`config.mk`:
```
export PLATFORM = sky130hd
export DESIGN_NAME = gpio_port_ctrl_flat
export DESIGN_NICKNAME = d
export VERILOG_FILES = /design/src/rtl/gpio_pkg.sv /design/src/rtl/gpio_port_ctrl_if.sv /design/src/rtl/gpio_sync_edge.sv /design/src/rtl/gpio_port_ctrl.sv /design/src/flat_wrapper.sv
export SDC_FILE = /design/constraint.sdc
export NUM_CORES = 1
export LEC_CHECK = 0
export CORE_MARGIN = 5
export CORE_UTILIZATION = 46
export DETAILED_ROUTE_END_ITERATION = 16
export PLACE_DENSITY = 0.85
export SETUP_SLACK_MARGIN = 0.15
export SLEW_MARGIN = 10
export SYNTH_ARGS = -nofsm -noshare
export SYNTH_HDL_FRONTEND = slang
export SYNTH_HIERARCHICAL = 1
export SYNTH_SLANG_ARGS = --single-unit
```
`constraint.sdc`:
```
create_clock -name MCLK -period 2.65 [get_ports MCLK]
set_clock_uncertainty 0.15 [all_clocks]
set_input_delay 0.53 -clock MCLK [delete_from_list [all_inputs] [get_ports MCLK]]
set_output_delay 0.53 -clock MCLK [all_outputs]
set_load 0.02 [all_outputs]
```
`src/rtl/gpio_pkg.sv`:
```
// Shared constants for the 8-bit digital I/O port controller: register
// offsets within the 32-byte port window, interrupt vector codes and
// small helpers for the priority logic.
package gpio_pkg;

    localparam int PIN_COUNT = 8;

    // Register offsets (MAB[4:0] with bit 0 forced to 0)
    localparam logic [4:0] OFS_IN   = 5'h00;
    localparam logic [4:0] OFS_OUT  = 5'h02;
    localparam logic [4:0] OFS_DIR  = 5'h04;
    localparam logic [4:0] OFS_REN  = 5'h06;
    localparam logic [4:0] OFS_SEL0 = 5'h0A;
    localparam logic [4:0] OFS_SEL1 = 5'h0C;
    localparam logic [4:0] OFS_IV   = 5'h0E;
    localparam logic [4:0] OFS_SELC = 5'h16;
    localparam logic [4:0] OFS_IES  = 5'h18;
    localparam logic [4:0] OFS_IE   = 5'h1A;
    localparam logic [4:0] OFS_IFG  = 5'h1C;

    // Interrupt vector codes, pin 0 has the highest priority
    localparam logic [7:0] IV_NONE = 8'h00;
    localparam logic [7:0] IV_P0   = 8'h02;
    localparam logic [7:0] IV_P1   = 8'h04;
    localparam logic [7:0] IV_P2   = 8'h06;
    localparam logic [7:0] IV_P3   = 8'h08;
    localparam logic [7:0] IV_P4   = 8'h0A;
    localparam logic [7:0] IV_P5   = 8'h0C;
    localparam logic [7:0] IV_P6   = 8'h0E;
    localparam logic [7:0] IV_P7   = 8'h10;

    localparam logic [7:0] IV_CODE [PIN_COUNT] =
        '{IV_P0, IV_P1, IV_P2, IV_P3, IV_P4, IV_P5, IV_P6, IV_P7};

    // Vector code of the lowest pending pin, IV_NONE when nothing pends
    function automatic logic [7:0] iv_encode(input logic [7:0] pend);
        iv_encode = IV_NONE;
        for (int n = PIN_COUNT - 1; n >= 0; n--) begin
            if (pend[n]) iv_encode = IV_CODE[n];
        end
    endfunction

    // One-hot mask of the lowest set bit (zero when no bit is set)
    function automatic logic [7:0] lowest_bit(input logic [7:0] v);
        lowest_bit = v & (~v + 8'd1);
    endfunction

endpackage

```
`src/rtl/gpio_port_ctrl_if.sv`:
```
// Peripheral bus seen by one I/O port. The master drives address, write
// data and the one-cycle MW/MR strobes; the port returns combinational
// read data on MDB_out.
interface gpio_port_ctrl_if;

    logic [15:0] MAB;
    logic [15:0] MDB_in;
    logic [15:0] MDB_out;
    logic        MW;
    logic        MR;

    modport master (output MAB, output MDB_in, output MW, output MR, input MDB_out);
    modport slave  (input MAB, input MDB_in, input MW, input MR, output MDB_out);

endinterface

```
`src/rtl/gpio_sync_edge.sv`:
```
// One pin input path: multi-flop synchroniser, a previous-value flop and
// the edge event selected by the pin's edge-select bit. Events are gated
// by arm so pads that are already high at reset release do not flag.
module gpio_sync_edge
    import gpio_pkg::*;
#(
    parameter int SYNC_STAGES = 2
) (
    input  logic clk,
    input  logic rst,
    input  logic pad,
    input  logic ies,
    input  logic arm,
    output logic sync_q,
    output logic ev
);

    logic [SYNC_STAGES-1:0] chain;
    logic                   prev;
    logic                   rise;
    logic                   fall;

    // Shift the raw pad through the synchroniser and remember the last synced value
    always_ff @(posedge clk or posedge rst) begin
        if (rst) begin
            chain <= '0;
            prev  <= 1'b0;
        end else begin
            chain <= {chain[SYNC_STAGES-2:0], pad};
            prev  <= chain[SYNC_STAGES-1];
        end
    end

    assign sync_q = chain[SYNC_STAGES-1];
    assign rise   = sync_q & ~prev;
    assign fall   = ~sync_q & prev;
    assign ev     = arm & (ies ? fall : rise);

endmodule

```
`src/rtl/gpio_port_ctrl.sv`:
```
// Register file and interrupt controller for one 8-bit I/O port. Holds the
// OUT/DIR/REN/SEL0/SEL1/IES/IE/IFG registers, drives the pin-mux controls,
// turns synchronised pad edges into IFG bits and produces IRQ and the
// IV priority vector with read-to-clear.
module gpio_port_ctrl
    import gpio_pkg::*;
#(
    parameter int          PORT_WIDTH  = PIN_COUNT,
    parameter logic [15:0] BASE_ADDR   = 16'h0200,
    parameter int          SYNC_STAGES = 2
) (
    input  logic                MCLK,
    input  logic                reset,
    gpio_port_ctrl_if.slave     bus,
    input  logic [7:0]          PxIN_pad,
    output logic [7:0]          PxOUT,
    output logic [7:0]          PxDIR,
    output logic [7:0]          PxREN,
    output logic [15:0]         PxSEL,
    output logic                IRQ
);

    // Bus handshake: no ready/valid back-pressure. A cycle with MW=1 and a
    // selected address commits the write on that MCLK edge; a cycle with MR=1
    // returns data combinationally in the same cycle and, for IV, performs the
    // clear on that edge. MW and MR may both be high in one cycle.

    localparam int          CW       = $clog2(SYNC_STAGES + 2);
    localparam logic [CW-1:0] ARM_LOAD = CW'(SYNC_STAGES + 1);

    logic [7:0]    sel0, sel1, ies, ie, ifg, ifg_nxt;
    logic [7:0]    sync_in, ev;
    logic [7:0]    pend, iv, clr_mask, wdata, rdata;
    logic [CW-1:0] arm_cnt;
    logic          arm;
    logic          selected, wr, rd;
    logic [4:0]    ofs;
    logic          unused_bits;

    assign selected    = (bus.MAB[15:5] == BASE_ADDR[15:5]);
    assign ofs         = {bus.MAB[4:1], 1'b0};
    assign wr          = selected & bus.MW;
    assign rd          = selected & bus.MR;
    assign wdata       = bus.MDB_in[7:0];
    assign unused_bits = ^{bus.MDB_in[15:8], bus.MAB[0]};

    assign pend     = ifg & ie;
    assign iv       = iv_encode(pend);
    assign IRQ      = |pend;
    assign clr_mask = (rd && (ofs == OFS_IV)) ? lowest_bit(pend) : 8'h00;
    assign arm      = (arm_cnt == '0);

    // Count down after reset so the synchroniser fills before edges are trusted
    always_ff @(posedge MCLK or posedge reset) begin
        if (reset)               arm_cnt <= ARM_LOAD;
        else if (arm_cnt != '0)  arm_cnt <= arm_cnt - 1'b1;
    end

    // Per-pin input path and pin-mux function select interleave
    for (genvar n = 0; n < PORT_WIDTH; n++) begin : g_pin
        gpio_sync_edge #(.SYNC_STAGES(SYNC_STAGES)) u_pin (
            .clk    (MCLK),
            .rst    (reset),
            .pad    (PxIN_pad[n]),
            .ies    (ies[n]),
            .arm    (arm),
            .sync_q (sync_in[n]),
            .ev     (ev[n])
        );
        assign PxSEL[2*n+1:2*n] = {sel1[n], sel0[n]};
    end

    // IFG next value: software write, then IV-read clear, then edge set wins
    always_comb begin
        ifg_nxt = ifg;
        if (wr && (ofs == OFS_IFG)) ifg_nxt = wdata;
        ifg_nxt = (ifg_nxt & ~clr_mask) | ev;
    end

    // Register file writes
    always_ff @(posedge MCLK or posedge reset) begin
        if (reset) begin
            PxOUT <= 8'h00;
            PxDIR <= 8'h00;
            PxREN <= 8'h00;
            sel0  <= 8'h00;
            sel1  <= 8'h00;
            ies   <= 8'h00;
            ie    <= 8'h00;
            ifg   <= 8'h00;
        end else begin
            ifg <= ifg_nxt;
            if (wr) begin
                case (ofs)
                    OFS_OUT:  PxOUT <= wdata;
                    OFS_DIR:  PxDIR <= wdata;
                    OFS_REN:  PxREN <= wdata;
                    OFS_SEL0: sel0  <= wdata;
                    OFS_SEL1: sel1  <= wdata;
                    OFS_SELC: begin
                        sel0 <= sel0 ^ wdata;
                        sel1 <= sel1 ^ wdata;
                    end
                    OFS_IES:  ies   <= wdata;
                    OFS_IE:   ie    <= wdata;
                    default:  ;
                endcase
            end
        end
    end

    // Read data mux, zero when the port is not being read
    always_comb begin
        rdata = 8'h00;
        case (ofs)
            OFS_IN:   rdata = sync_in;
            OFS_OUT:  rdata = PxOUT;
            OFS_DIR:  rdata = PxDIR;
            OFS_REN:  rdata = PxREN;
            OFS_SEL0: rdata = sel0;
            OFS_SEL1: rdata = sel1;
            OFS_IV:   rdata = iv;
            OFS_IES:  rdata = ies;
            OFS_IE:   rdata = ie;
            OFS_IFG:  rdata = ifg;
            default:  rdata = 8'h00;
        endcase
        bus.MDB_out = rd ? {8'h00, rdata} : 16'h0000;
    end

endmodule

```
`src/flat_wrapper.sv`:
```
// flat-port wrapper written by rule: the top's interface ports become plain ports
module gpio_port_ctrl_flat import gpio_pkg::*;
#(
    parameter int          PORT_WIDTH  = PIN_COUNT,
    parameter logic [15:0] BASE_ADDR   = 16'h0200,
    parameter int          SYNC_STAGES = 2
)
  (MCLK, reset, PxIN_pad, PxOUT, PxDIR, PxREN, PxSEL, IRQ, bus_MAB, bus_MDB_in, bus_MW, bus_MR, bus_MDB_out);
  gpio_port_ctrl_if bus_i ();
  input  logic MCLK;
  input  logic reset;
  input  logic [7:0] PxIN_pad;
  output logic [7:0] PxOUT;
  output logic [7:0] PxDIR;
  output logic [7:0] PxREN;
  output logic [15:0] PxSEL;
  output logic IRQ;
  input wire logic [$bits(bus_i.MAB)-1:0] bus_MAB;
  input wire logic [$bits(bus_i.MDB_in)-1:0] bus_MDB_in;
  input wire logic [$bits(bus_i.MW)-1:0] bus_MW;
  input wire logic [$bits(bus_i.MR)-1:0] bus_MR;
  output wire logic [$bits(bus_i.MDB_out)-1:0] bus_MDB_out;
  assign bus_i.MAB = bus_MAB;
  assign bus_i.MDB_in = bus_MDB_in;
  assign bus_i.MW = bus_MW;
  assign bus_i.MR = bus_MR;
  assign bus_MDB_out = bus_i.MDB_out;
  gpio_port_ctrl #(.PORT_WIDTH(PORT_WIDTH), .BASE_ADDR(BASE_ADDR), .SYNC_STAGES(SYNC_STAGES)) u_core (.MCLK(MCLK), .reset(reset), .bus(bus_i), .PxIN_pad(PxIN_pad), .PxOUT(PxOUT), .PxDIR(PxDIR), .PxREN(PxREN), .PxSEL(PxSEL), .IRQ(IRQ));
endmodule
```
==> impl_summary.md <==
Placed design
The number of placed cells counting well taps is between 700 and 800. The placer congestion estimate is roughly 0.9. Input and output buffers added on the ports amount to 83. The worst slack at placement is -1300 ps. Once detailed placement completed, the half-perimeter wirelength came to ~11000 µm.

Die
The die outline height is approximately 110 µm. The number of rows created at floorplan is 37. Once the floorplan was initialized, standard cells occupied ~47% of the core. From left edge to right edge, the die measures roughly 110 µm. The overall die area is approximately 13000 µm². The core outline area is between 10000 and 15000 µm². The number of top-level pins is about 100.

CTS
After clock tree synthesis, the clock-pin slew on the worst setup and hold paths is around 90 ps. TritonCTS created 9 clock buffers. The tree is rooted in a clkbuf_8. Counting every sink on the clock net gives 90. The CTS tree is yes. The clock latency on the worst-skew pair is 370 ps.

The number of buffers inserted for hold repair after clock tree synthesis is 0. The clock passes through at most 2 buffers. The clock tree synthesis step divided the H-tree into 3 levels.

Power and ir drop
The total power consumption of the routed design is about 2.7 mW. The areal power density over the cells is about 400 nW/µm². In this run the static leakage power is roughly 3.1 nW. The maximum VDD drop is around 0.32 mV.

Hold path
In this run the most critical hold path is launched from u_core/g_pin[5].u_pin/chain[0]. The class of the worst hold path is reg -> reg. The hold path endpoint is u_core/g_pin[5].u_pin/chain[1]. Along the worst hold path, the cell count comes to 0.

Synth
In the synthesized netlist the async set-or-reset flop fraction comes to 100%. Yosys mapped a number of flops with a built-in enable equal to 0. The mapped netlist covers about 4800 µm². Synthesis instantiated 51 different standard cells from the library. The top cell type by area accounts for 46.0% of the synthesized area. The number of synthesized register bits is 90. The dominant cell type by area after synthesis is dfrtp_1. The predominant post-synthesis flop cell is dfrtp_1. The count of mapped cells out of synthesis is roughly 450.

The sequential share of the synthesized area is 47.1%. Sorting the synthesized cells by area gives the leading types as dfrtp_1 46%, mux2_2 11%, mux2i_1 4.6%, nand2_1 3.3%, nor2b_1 2.0%. For this run, the number of Yosys warnings is 6. The post-synthesis average cell area is between 10 and 15 µm².

Critical path
The startpoint identified for the worst register-to-register timing path is u_core/ifg[2]. The count of cells along the worst register-to-register path is 6. The maximum cell stage delay along the critical path is 530 ps. Broken down by cell family, the worst path's largest delay share belongs to simple AND/OR/NAND/NOR gates.

The type of the setup path with the least slack is in -> out. The worst register-to-register path has a setup slack of between 800 and 900 ps. The number of buffers and inverters on the critical path is 3. STA classifies the critical path startpoint as an input port. The critical path goes through buf_6 > or4_4 > or4_4 > a221o_4 > buf_12 > a21oi_4 > buf_6. Data arrives at the worst endpoint at 2480 ps. The cell at the slowest stage of the critical path is or4_4. The maximum fanout count along the critical path is 7. STA puts the critical path data required time at approximately 2000 ps. The endpoint identified for the worst register-to-register timing path is u_core/ifg[7]. The worst setup path is captured at an output port.

STA
The number of pins with negative max-slew slack in the final report is 0. The maximum clock frequency is around 320 MHz. Setup violations remaining at the end of the flow were counted as 8. For the pin with the worst max-slew slack, the measured transition is around 650 ps. The max-slew headroom at the worst pin is around 57%. Subtracting the final worst setup slack from the clock period gives around 3200 ps. The post-route fraction of the period consumed by the critical path is 119%.

The setup slack of the critical path after layout is -509 ps. Setup repair after global routing could not meet its margin everywhere. The number of hold violations in the final report is 0. After routing, the total negative slack on setup checks comes to -3740 ps.

Final layout
The repair_antennas step left the layout with diodes totalling 0. The share of final-layout standard cells stronger than drive strength 1 is 31.5%. The growth of design area from synthesis to finish is 38.8%. The layout net count is between 600 and 700. After the flow finishes, the layout carries non-filler instances totaling about 740. The core utilization of the finished layout is about two thirds.

Global routing
The via count of the first global-routing pass is roughly 4500. The total congestion overflow after global routing is 0. The number of antenna violations at the first check in global routing is 0. Entering global routing, the biggest net connects ~40 pins.

The global-route wire length before repair is between 20000 and 25000 µm. The total global routing track utilization is roughly a quarter.

Routing
Wires add up to about 15000 µm. The DRC violation total after the first TritonRoute iteration is 380. The total number of vias is around 4300.

The via count normalized by instance count is slightly below 6. The first detailed-routing pass ran for 5 iterations. The average wire per cell in the routed design is about 20 µm. For this run, design rule violations remaining after detail routing come to 0.

The count of antenna-violating nets left after detailed routing is 0.

Run status
The final reports fail on setup timing. The run finished, with violations left.

Job
The max capacitance violation total is 0.
synth_stat cells, types with 2 or more instances:
master     instances
nor3_1             2
buf_4              9
o22ai_1            5
nor2_4             3
dfrtp_1           88
and3_1             4
mux2i_1           22
a22o_1             5
nor2_1            14
nand2_1           42
nand4bb_1          8
nor2b_1           15
a31oi_1            2
a221oi_1           7
inv_1             15
nor3b_1           11
o22a_1             3
o21bai_1           9
a22oi_1            9
a21o_1             8
o211ai_1           8
clkbuf_1          21
a32o_1             2
or4_1              2
mux2_2            48
nand4_1           11
a221o_1            2
o21ai_0            6
buf_1              2
nand3_1           12
dfstp_2            2
nand4b_1           9
nand3b_1          11
a21oi_1           10
buf_2              4
layout make-up:
type	instances	area [µm²]
clock buffer	11	141
clock inverter	5	61.3
fill	766	3590
inverter	15	56.3
multi-input combinational	313	2460
sequential	90	2250
tap	136	170
timing repair buffer	169	1500
cell usage in the layout (no fill, tap or decap), drive strengths merged, types with 3 or more instances in the layout:
cell	n
nand4b	9
nor2	17
clkbuf	13
o21bai	9
nand2	43
a21oi	10
dlygate4sd2	4
conb	8
a22o	5
nand3	12
a221oi	7
clkdlybuf4s15	4
clkdlybuf4s50	61
nand4bb	8
and3	4
o22ai	5
nor2b	15
nand4	11
a22oi	9
nor3b	11
mux2	48
dfrtp	88
a21o	8
mux2i	22
or4	3
o211ai	8
buf	98
o22a	3
nand3b	11
inv	16
o21ai	7
clkinvlp	3
through the flow:
| step | area [µm²] | hold WS, ps |
|---|---|---|
| floorplan | 4910 | 134 |
| detailed placement | 6370 | 186 |
| CTS | 6610 | 207 |
| global placement | 6370 | 182 |
| finish | 6640 | 205 |
| global route | 6640 | 221 |
logic make-up (layout without fill, tap and decap cells):
group	count (synthesis)	after routing	share of synthesized area, %
flops	90	90	47.1
simple gates	152	152	19.3
xor+xnor	1	1	0.183
compound gates	81	81	12.3
fa+ha+maj	1	1	0.261
mux	70	70	15.9
other cells	1	8	0.0784
buf+inv	51	200	4.81
routing by layer:
metal / vias up / global-route usage, % / wire, µm
li1: 1925 / - / -
met2: 227 / 41.0 / 7420
met4: 0 / 11.4 / 636
met3: 57 / 3.59 / 946
met1: 2134 / 28.4 / 5810
met5: - / 0 / 0
timing repair:
item / 4_1_cts / 5_1_grt
resized for setup: 80 / 9
pin swaps: 4 / 3
buffers inserted: 3 / 2
setup endpoints to repair: 73 / 9
state kept, by name, summed over array words and instances, names as in the netlist:
| register | cells |
|---|---|
| u_core/sel1 | 8 |
| u_core/ie | 8 |
| u_core/ifg | 8 |
| u_core/PxOUT | 8 |
| u_core/PxDIR | 8 |
| u_core/sel0 | 8 |
| u_core/g_pin.u_pin/chain | 16 |
| u_core/PxREN | 8 |
| u_core/ies | 8 |
| u_core/g_pin.u_pin/prev | 8 |
| u_core/arm_cnt | 2 |
worst register-to-register path: cells and delay by family, from the launching register on:
kind	cells	cell delay, ps
AO/OA/AOI/OAI	2	310
buffers and inverters	1	230
flip-flops	1	440
AND/OR/NAND/NOR	3	580
power by group:
part | total, mW | switching (mW) | internal, mW
Sequential | 1.41 | 0.0149 | 1.39
Combinational | 0.294 | 0.161 | 0.134
Clock | 0.969 | 0.504 | 0.465
Total | 2.67 | 0.680 | 1.99
how the worst max path moves through the flow:
stage,startpoint,endpoint,cells after the start
after detailed placement,bus_MAB[6],bus_MDB_out[4],6
after global placement,bus_MAB[6],bus_MDB_out[1],6
after CTS,bus_MAB[7],bus_MDB_out[4],7
after floorplan,bus_MAB[6],bus_MDB_out[4],4
final,bus_MAB[15],bus_MDB_out[1],7
after global routing,bus_MAB[15],bus_MDB_out[4],7
Note: power is estimated with default switching activity, not from simulation.
